## src/rtl/yuv422_to_gray.sv

```systemverilog
// YUV422 -> GRAY stream converter: drops chroma per pixel, registered output with a
// 2-entry skid buffer, frame geometry checks. Optional macro: YUV422_TO_GRAY_SOF_RESYNC_EN.

module yuv422_to_gray_lane #(
    parameter int DATA_WIDTH = 8
) (
    input  logic [2*DATA_WIDTH-1:0] pix,
    output logic [DATA_WIDTH-1:0]   y
);
    logic unused_chroma;

    assign y             = pix[DATA_WIDTH-1:0];
    assign unused_chroma = ^pix[2*DATA_WIDTH-1:DATA_WIDTH];
endmodule

module yuv422_to_gray #(
    parameter int DATA_WIDTH = 8,
    parameter int PPC        = 4,
    parameter int IMG_WIDTH  = 640,
    parameter int IMG_HEIGHT = 480
) (
    input  logic                         aclk,
    input  logic                         aresetn,
    input  logic                         s_axis_yuv_tvalid,
    input  logic [2*DATA_WIDTH*PPC-1:0]  s_axis_yuv_tdata,
    input  logic                         s_axis_yuv_tuser,
    input  logic                         s_axis_yuv_tlast,
    output logic                         s_axis_yuv_tready,
    output logic                         m_axis_gray_tvalid,
    output logic [DATA_WIDTH*PPC-1:0]    m_axis_gray_tdata,
    output logic                         m_axis_gray_tuser,
    output logic                         m_axis_gray_tlast,
    input  logic                         m_axis_gray_tready,
    input  logic                         err_clr,
    output logic                         err_sof,
    output logic                         err_eol_early,
    output logic                         err_eol_late
);
    localparam int BEATS = IMG_WIDTH / PPC;
    localparam int BW    = (BEATS > 1) ? $clog2(BEATS) : 1;
    localparam int LW    = (IMG_HEIGHT > 1) ? $clog2(IMG_HEIGHT) : 1;
    localparam int OW    = DATA_WIDTH * PPC;
    localparam logic [BW-1:0] LAST_BEAT = BW'(BEATS - 1);
    localparam logic [LW-1:0] LAST_LINE = LW'(IMG_HEIGHT - 1);

    typedef struct packed {
        logic [OW-1:0] data;
        logic          user;
        logic          last;
    } beat_t;

    logic [PPC-1:0][DATA_WIDTH-1:0] y_lane;
    beat_t  in_beat, out_q, skid_q;
    logic   out_vld, skid_full;
    logic   accept, pass, out_free;

    for (genvar i = 0; i < PPC; i++) begin : g_lane
        yuv422_to_gray_lane #(.DATA_WIDTH(DATA_WIDTH)) u_lane (
            .pix (s_axis_yuv_tdata[2*i*DATA_WIDTH +: 2*DATA_WIDTH]),
            .y   (y_lane[i])
        );
    end

    assign in_beat.data = y_lane;
    assign in_beat.user = s_axis_yuv_tuser;
    assign in_beat.last = s_axis_yuv_tlast;

    // tready is the registered inverse of skid occupancy, so an accept never meets a full skid
    assign s_axis_yuv_tready = ~skid_full;
    assign accept            = s_axis_yuv_tvalid & ~skid_full;
    assign out_free          = ~out_vld | m_axis_gray_tready;

    always_ff @(posedge aclk or negedge aresetn) begin
        if (!aresetn) begin
            out_vld   <= 1'b0;
            out_q     <= '0;
            skid_full <= 1'b0;
            skid_q    <= '0;
        end else if (out_free) begin
            if (skid_full) begin
                out_q     <= skid_q;
                out_vld   <= 1'b1;
                skid_full <= 1'b0;
            end else if (pass) begin
                out_q   <= in_beat;
                out_vld <= 1'b1;
            end else begin
                out_vld <= 1'b0;
            end
        end else if (pass) begin
            skid_q    <= in_beat;
            skid_full <= 1'b1;
        end
    end

    assign m_axis_gray_tvalid = out_vld;
    assign m_axis_gray_tdata  = out_q.data;
    assign m_axis_gray_tuser  = out_q.user;
    assign m_axis_gray_tlast  = out_q.last;

    logic [BW-1:0] beat_cnt, eff_beat;
    logic [LW-1:0] line_cnt, eff_line;
    logic          frame_done, at_sof, eol, wrap;
    logic          sof_evt, early_evt, late_evt;

    // a tuser beat is treated as beat 0 of line 0 regardless of where the counters were
    assign eff_beat  = s_axis_yuv_tuser ? '0 : beat_cnt;
    assign eff_line  = s_axis_yuv_tuser ? '0 : line_cnt;
    assign at_sof    = (beat_cnt == '0) && (line_cnt == '0);
    assign eol       = s_axis_yuv_tlast || (eff_beat == LAST_BEAT);
    assign wrap      = eol && (eff_line == LAST_LINE);
    assign sof_evt   = accept && (s_axis_yuv_tuser ? !at_sof : (at_sof && frame_done));
    assign early_evt = accept && s_axis_yuv_tlast && (eff_beat != LAST_BEAT);
    assign late_evt  = accept && !s_axis_yuv_tlast && (eff_beat == LAST_BEAT);

    always_ff @(posedge aclk or negedge aresetn) begin
        if (!aresetn) begin
            beat_cnt   <= '0;
            line_cnt   <= '0;
            frame_done <= 1'b0;
        end else if (accept) begin
            if (eol) begin
                beat_cnt <= '0;
                line_cnt <= wrap ? '0 : eff_line + LW'(1);
            end else begin
                beat_cnt <= eff_beat + BW'(1);
                line_cnt <= eff_line;
            end
            if (wrap) frame_done <= 1'b1;
        end
    end

    always_ff @(posedge aclk or negedge aresetn) begin
        if (!aresetn) begin
            err_sof       <= 1'b0;
            err_eol_early <= 1'b0;
            err_eol_late  <= 1'b0;
        end else begin
            err_sof       <= sof_evt   | (err_sof       & ~err_clr);
            err_eol_early <= early_evt | (err_eol_early & ~err_clr);
            err_eol_late  <= late_evt  | (err_eol_late  & ~err_clr);
        end
    end

`ifdef YUV422_TO_GRAY_SOF_RESYNC_EN
    // beats are swallowed until a tuser; the tuser beat itself resyncs even if it flagged err_sof
    logic synced;

    assign pass = accept & (synced | s_axis_yuv_tuser);

    always_ff @(posedge aclk or negedge aresetn) begin
        if (!aresetn)
            synced <= 1'b0;
        else if (accept)
            synced <= (synced | s_axis_yuv_tuser) & ~early_evt & ~late_evt
                      & ~(sof_evt & ~s_axis_yuv_tuser);
    end
`else
    assign pass = accept;
`endif

endmodule

```

## config.mk

```make
export PLATFORM = sky130hd
export DESIGN_NAME = yuv422_to_gray
export DESIGN_NICKNAME = d
export VERILOG_FILES = /design/src/rtl/yuv422_to_gray.sv
export SDC_FILE = /design/constraint.sdc
export NUM_CORES = 1
export LEC_CHECK = 0
export ABC_AREA = 1
export BUFFER_PORTS_ARGS = -buffer_cell sky130_fd_sc_hd__buf_4
export CELL_PAD_IN_SITES_DETAIL_PLACEMENT = 1
export CELL_PAD_IN_SITES_GLOBAL_PLACEMENT = 2
export CORE_MARGIN = 2
export CORE_UTILIZATION = 25
export CTS_BUF_LIST = sky130_fd_sc_hd__clkbuf_2 sky130_fd_sc_hd__clkbuf_4 sky130_fd_sc_hd__clkbuf_8
export DETAILED_ROUTE_END_ITERATION = 7
export HOLD_SLACK_MARGIN = 0.02
export PLACE_DENSITY_LB_ADDON = 0.1
export SYNTH_ARGS = -nofsm -noshare
export SYNTH_HDL_FRONTEND = slang
export SYNTH_SLANG_ARGS = --single-unit
```

## constraint.sdc

```tcl
create_clock -name aclk -period 4.4 [get_ports aclk]
set_clock_uncertainty 0.2 [all_clocks]
set_input_delay 0.22 -clock aclk [delete_from_list [all_inputs] [get_ports aclk]]
set_output_delay 0.22 -clock aclk [all_outputs]
set_load 0.02 [all_outputs]
```

==> run summary <==
STATUS
------------------------------------------------------------------------------------
Outcome                                                                 complete, no violations

DIE
------------------------------------------------------------------------------------
Core outline area                                                         16,700 um2
Total die area                                                            18,200 um2
Row Count                                                                         47
Die extent in y                                                               135 um
Die X                                                                         135 um
Starting density of the core                                                   0.257
I/O pin total                                                                    110

SETUP PATH
------------------------------------------------------------------------------------
Startpoint of the worst register-to-register path                          skid_full
Arr. time, crit path                                                         2.71 ns
Number of cells on the worst reg-to-reg path                                       6
Type of origin of the critical path                                             flop
R2R Setup Slk                                                                1.78 ns
Cells along the critical path                                           buf_4 -> nor2_1 -> nor2_4 -> buf_4 -> nor2_1 -> a31oi_1
Endpoint of the worst-slack reg-to-reg timing path                      m_axis_gray_tdata[1]
Req. time, crit path                                                         4.49 ns
Critical-path top delay cell                                                  nor2_4
Critical Path Max Stage Delay                                                0.76 ns
Crit path max fanout                                                              40
Worst setup path class                                                    reg -> reg
Critical Path Sink Type                                                         flop

PWR
------------------------------------------------------------------------------------
Total power per unit cell area                                            384 nW/um2
Net switching share of the total power                                         0.315
Internal power component                                                     1.48 mW
Switching power total                                                       0.680 mW
Leak pwr                                                                     2.53 nW
Sequential group share of total power                                          0.488
Maximum vdd ir drop                                                           124 uV
Power share of the clock group                                                 0.263
Combinational share of power                                                   0.249

MIN PATH
------------------------------------------------------------------------------------
Startpoint of the tightest hold check path                              s_axis_yuv_tuser
End point of the most critical hold path                                m_axis_gray_tuser
Path class of the lowest-slack min-delay path                              in -> reg
Worst hold path depth                                                              3

FINAL LAYOUT
------------------------------------------------------------------------------------
Proportion of layout cells with a drive suffix above 1                         0.259
Fin nets                                                                         641
Post-route design area                                                      5620 um2
Post-layout utilization of the core                                            0.336
Antenna cells                                                                      0
Area growth from synthesis to final layout                                     30.7%

SYNTHESIS
------------------------------------------------------------------------------------
Sequential area share after synthesis                                          0.530
Leading post-synthesis cells by cell area                               dfrtp_1 (53%), nand2_1 (10%), mux2_2 (8.4%), nor2_1 (5.0%), a31oi_1 (5.0%)
Fraction of synthesis flops using an asynchronous set or reset pin              1.00
Synth Warn #                                                                       0
Cells after synthesis                                                            459
Number of enable flip-flop cells after synthesis                                   0
Dominant register cell in the synthesized netlist                            dfrtp_1
Cell with the most instances after synthesis                                 nand2_1
Avg Inst Size Synth                                                         9.36 um2
Cell variety after synth                                                          36
Post-synth net total                                                             532
Cell accounting for the most synthesized area                                dfrtp_1
Synth top area share                                                           0.530
Most frequent cells after synthesis                                     nand2_1 (117), dfrtp_1 (91), nor2_1 (57)
Syn Std Cell Area                                                           4300 um2
Flip-flop and latch count after synthesis                                         91

TIMING
------------------------------------------------------------------------------------
Tightest Pin Transition                                                     0.993 ns
Number of pins exceeding their max-slew limit in the final report                  0
Setup repair after global routing missed its margin                            false
Normalized max-slew margin                                                     0.335
Share of the clock period used by the worst path after layout                  0.596
Final setup vio count                                                              0
Fin crit period                                                              2.62 ns
Upper clock frequency limit                                                0.382 GHz
Total Negative Setup Slacks                                                     0 ns
Final hold vios                                                                    0

GLOBAL ROUTING
------------------------------------------------------------------------------------
Met2 track demand over resource in global routing                              0.237
Total gr overflow                                                                  0
Vias in the first global route                                                 3,744
Largest net degree at the start of global routing                                 67
Met1 GRT Util                                                                  0.175
Busiest metal layer after global routing                                        met2
Total Routing Usage GR                                                         0.138
Wire length of the first global-routing pass                               19,500 um
Antenna violations before repair                                                   0
Met3 GRT Util                                                                 0.0289

CLOCKING
------------------------------------------------------------------------------------
TritonCTS buffer count                                                             9
Clk buf depth                                                                      2
Clock Sink Count                                                                  91
Later-pin clock latency in the skew report                                   0.37 ns
Clk slew on worst S/H paths                                                  0.09 ns
TritonCTS clock tree                                                             yes
Deepest level of the CTS H-tree                                                    3
Root Driver                                                                 clkbuf_8

PLACEMENT
------------------------------------------------------------------------------------
Weighted congestion at the end of routability-driven global placement          0.719
DP Wirelength                                                                7670 um
Number of I/O port buffers                                                        77
Post-place instance area                                                    5040 um2

ROUTE
------------------------------------------------------------------------------------
Routed len/inst                                                              14.9 um
Detailed-routing iteration count for the pre-antenna-repair pass                   4
Via/cell ratio                                                                  4.47
Post-DRT Antenna Nets                                                              0
Total detailed-routing wirelength                                          11,800 um
Iteration-0 DRC Markers                                                          122
Remaining routing DRC violations                                                   0
Via total after detailed routing                                               3,544

RUN
------------------------------------------------------------------------------------
Maximum Capacitance Violations                                                     0

cell type report:
type	instances	area, um2
Clock buffer	12	165
Sequential cell	91	2280
Multi-Input combinational cell	313	1750
Timing Repair Buffer	121	1010
Tap cell	220	275
Inverter	32	123
Clock inverter	3	22.5
Fill cell	1947	11100
stage by stage:
stage,hold WS [ns],total power [mW],setup WS [ns],std cells
3_5_place_dp,0.225,1.60,1.72,738
3_3_place_gp,0.230,1.58,1.75,738
6_report,0.0668,2.16,1.78,792
2_1_floorplan,-0.276,1.37,2.45,459
4_1_cts,0.0389,2.21,1.69,792
5_1_grt,0.0494,2.30,1.49,792
cell usage in the layout (no fill, tap or decap), types with 2 or more instances in the layout:
master / synthesis / final
a21oi_1: 2 / 2
a31oi_1: 34 / 34
buf_4: 0 / 82
clkbuf_8: 0 / 12
clkinv_4: 0 / 2
dfrtp_1: 91 / 91
dlygate4sd3_1: 0 / 39
ha_1: 2 / 2
inv_1: 30 / 30
mux2_2: 32 / 32
nand2_1: 117 / 117
nand2_2: 2 / 2
nand3_1: 19 / 19
nand3_2: 3 / 3
nand4_1: 5 / 5
nor2_1: 57 / 56
nor2_2: 2 / 2
nor2_4: 3 / 4
nor3_1: 2 / 2
nor3_2: 2 / 2
o21ai_0: 10 / 10
o21ai_1: 5 / 5
o22ai_1: 4 / 4
o31ai_1: 2 / 2
xor2_1: 2 / 2
critical path: cells and delay by family (launching register included):
family	cells	cell delay, ns
and+or+nand+nor	3	1.02
DFF	1	0.40
buffers and inverters	2	0.77
AOI/OAI and AO/OA	1	0.14
sequential cells by signal, indices dropped and copies added (netlist names):
| name | count |
|---|---|
| skid_q | 34 |
| m_axis_gray_tdata | 32 |
| line_cnt | 9 |
| beat_cnt | 8 |
| err_eol_early | 1 |
| err_eol_late | 1 |
| err_sof | 1 |
| frame_done | 1 |
| m_axis_gray_tlast | 1 |
| m_axis_gray_tuser | 1 |
| m_axis_gray_tvalid | 1 |
| skid_full | 1 |
power by group through the flow:
stage / clock (mW) / combinational (mW) / sequential, mW
final: 0.567 / 0.537 / 1.05
after global routing: 0.627 / 0.597 / 1.08
after CTS: 0.598 / 0.554 / 1.06
after detailed placement: 0 / 0.525 / 1.07
after global placement: 0 / 0.514 / 1.07
after floorplan: 0 / 0.231 / 1.14
worst max path at each step:
stage                          start                    end  slack, ns  depth (start not counted)
global route               skid_full   m_axis_gray_tdata[6]       1.49                          6
CTS                        skid_full   m_axis_gray_tdata[1]       1.69                          6
floorplan           s_axis_yuv_tuser            line_cnt[2]       2.45                         12
detailed placement         skid_full  m_axis_gray_tdata[17]       1.72                          6
finish                     skid_full   m_axis_gray_tdata[1]       1.78                          6
global placement           skid_full   m_axis_gray_tdata[4]       1.75                          6
cells by family after synthesis:
| logic type | share of synthesized area |
|---|---|
| compound gates | 0.0886 |
| xor+xnor | 0.00612 |
| fa+ha+maj | 0.00582 |
| buf+inv | 0.0650 |
| flops | 0.530 |
| mux | 0.0839 |
| simple gates | 0.221 |
routing by layer:
layer,share of wire,up-vias
li1,-,1729
met1,0.47,1758
met2,0.49,50
met3,0.032,7
met4,0.0099,0
met5,0,-
repair_timing:
| item | in CTS | in global routing |
|---|---|---|
| hold buffers | 39 | 0 |
| gates resized for setup | 0 | 0 |
| buffers inserted | 0 | 0 |
| endpoints found under the hold margin | 135 | 0 |
(Power assumes the default switching activity.)
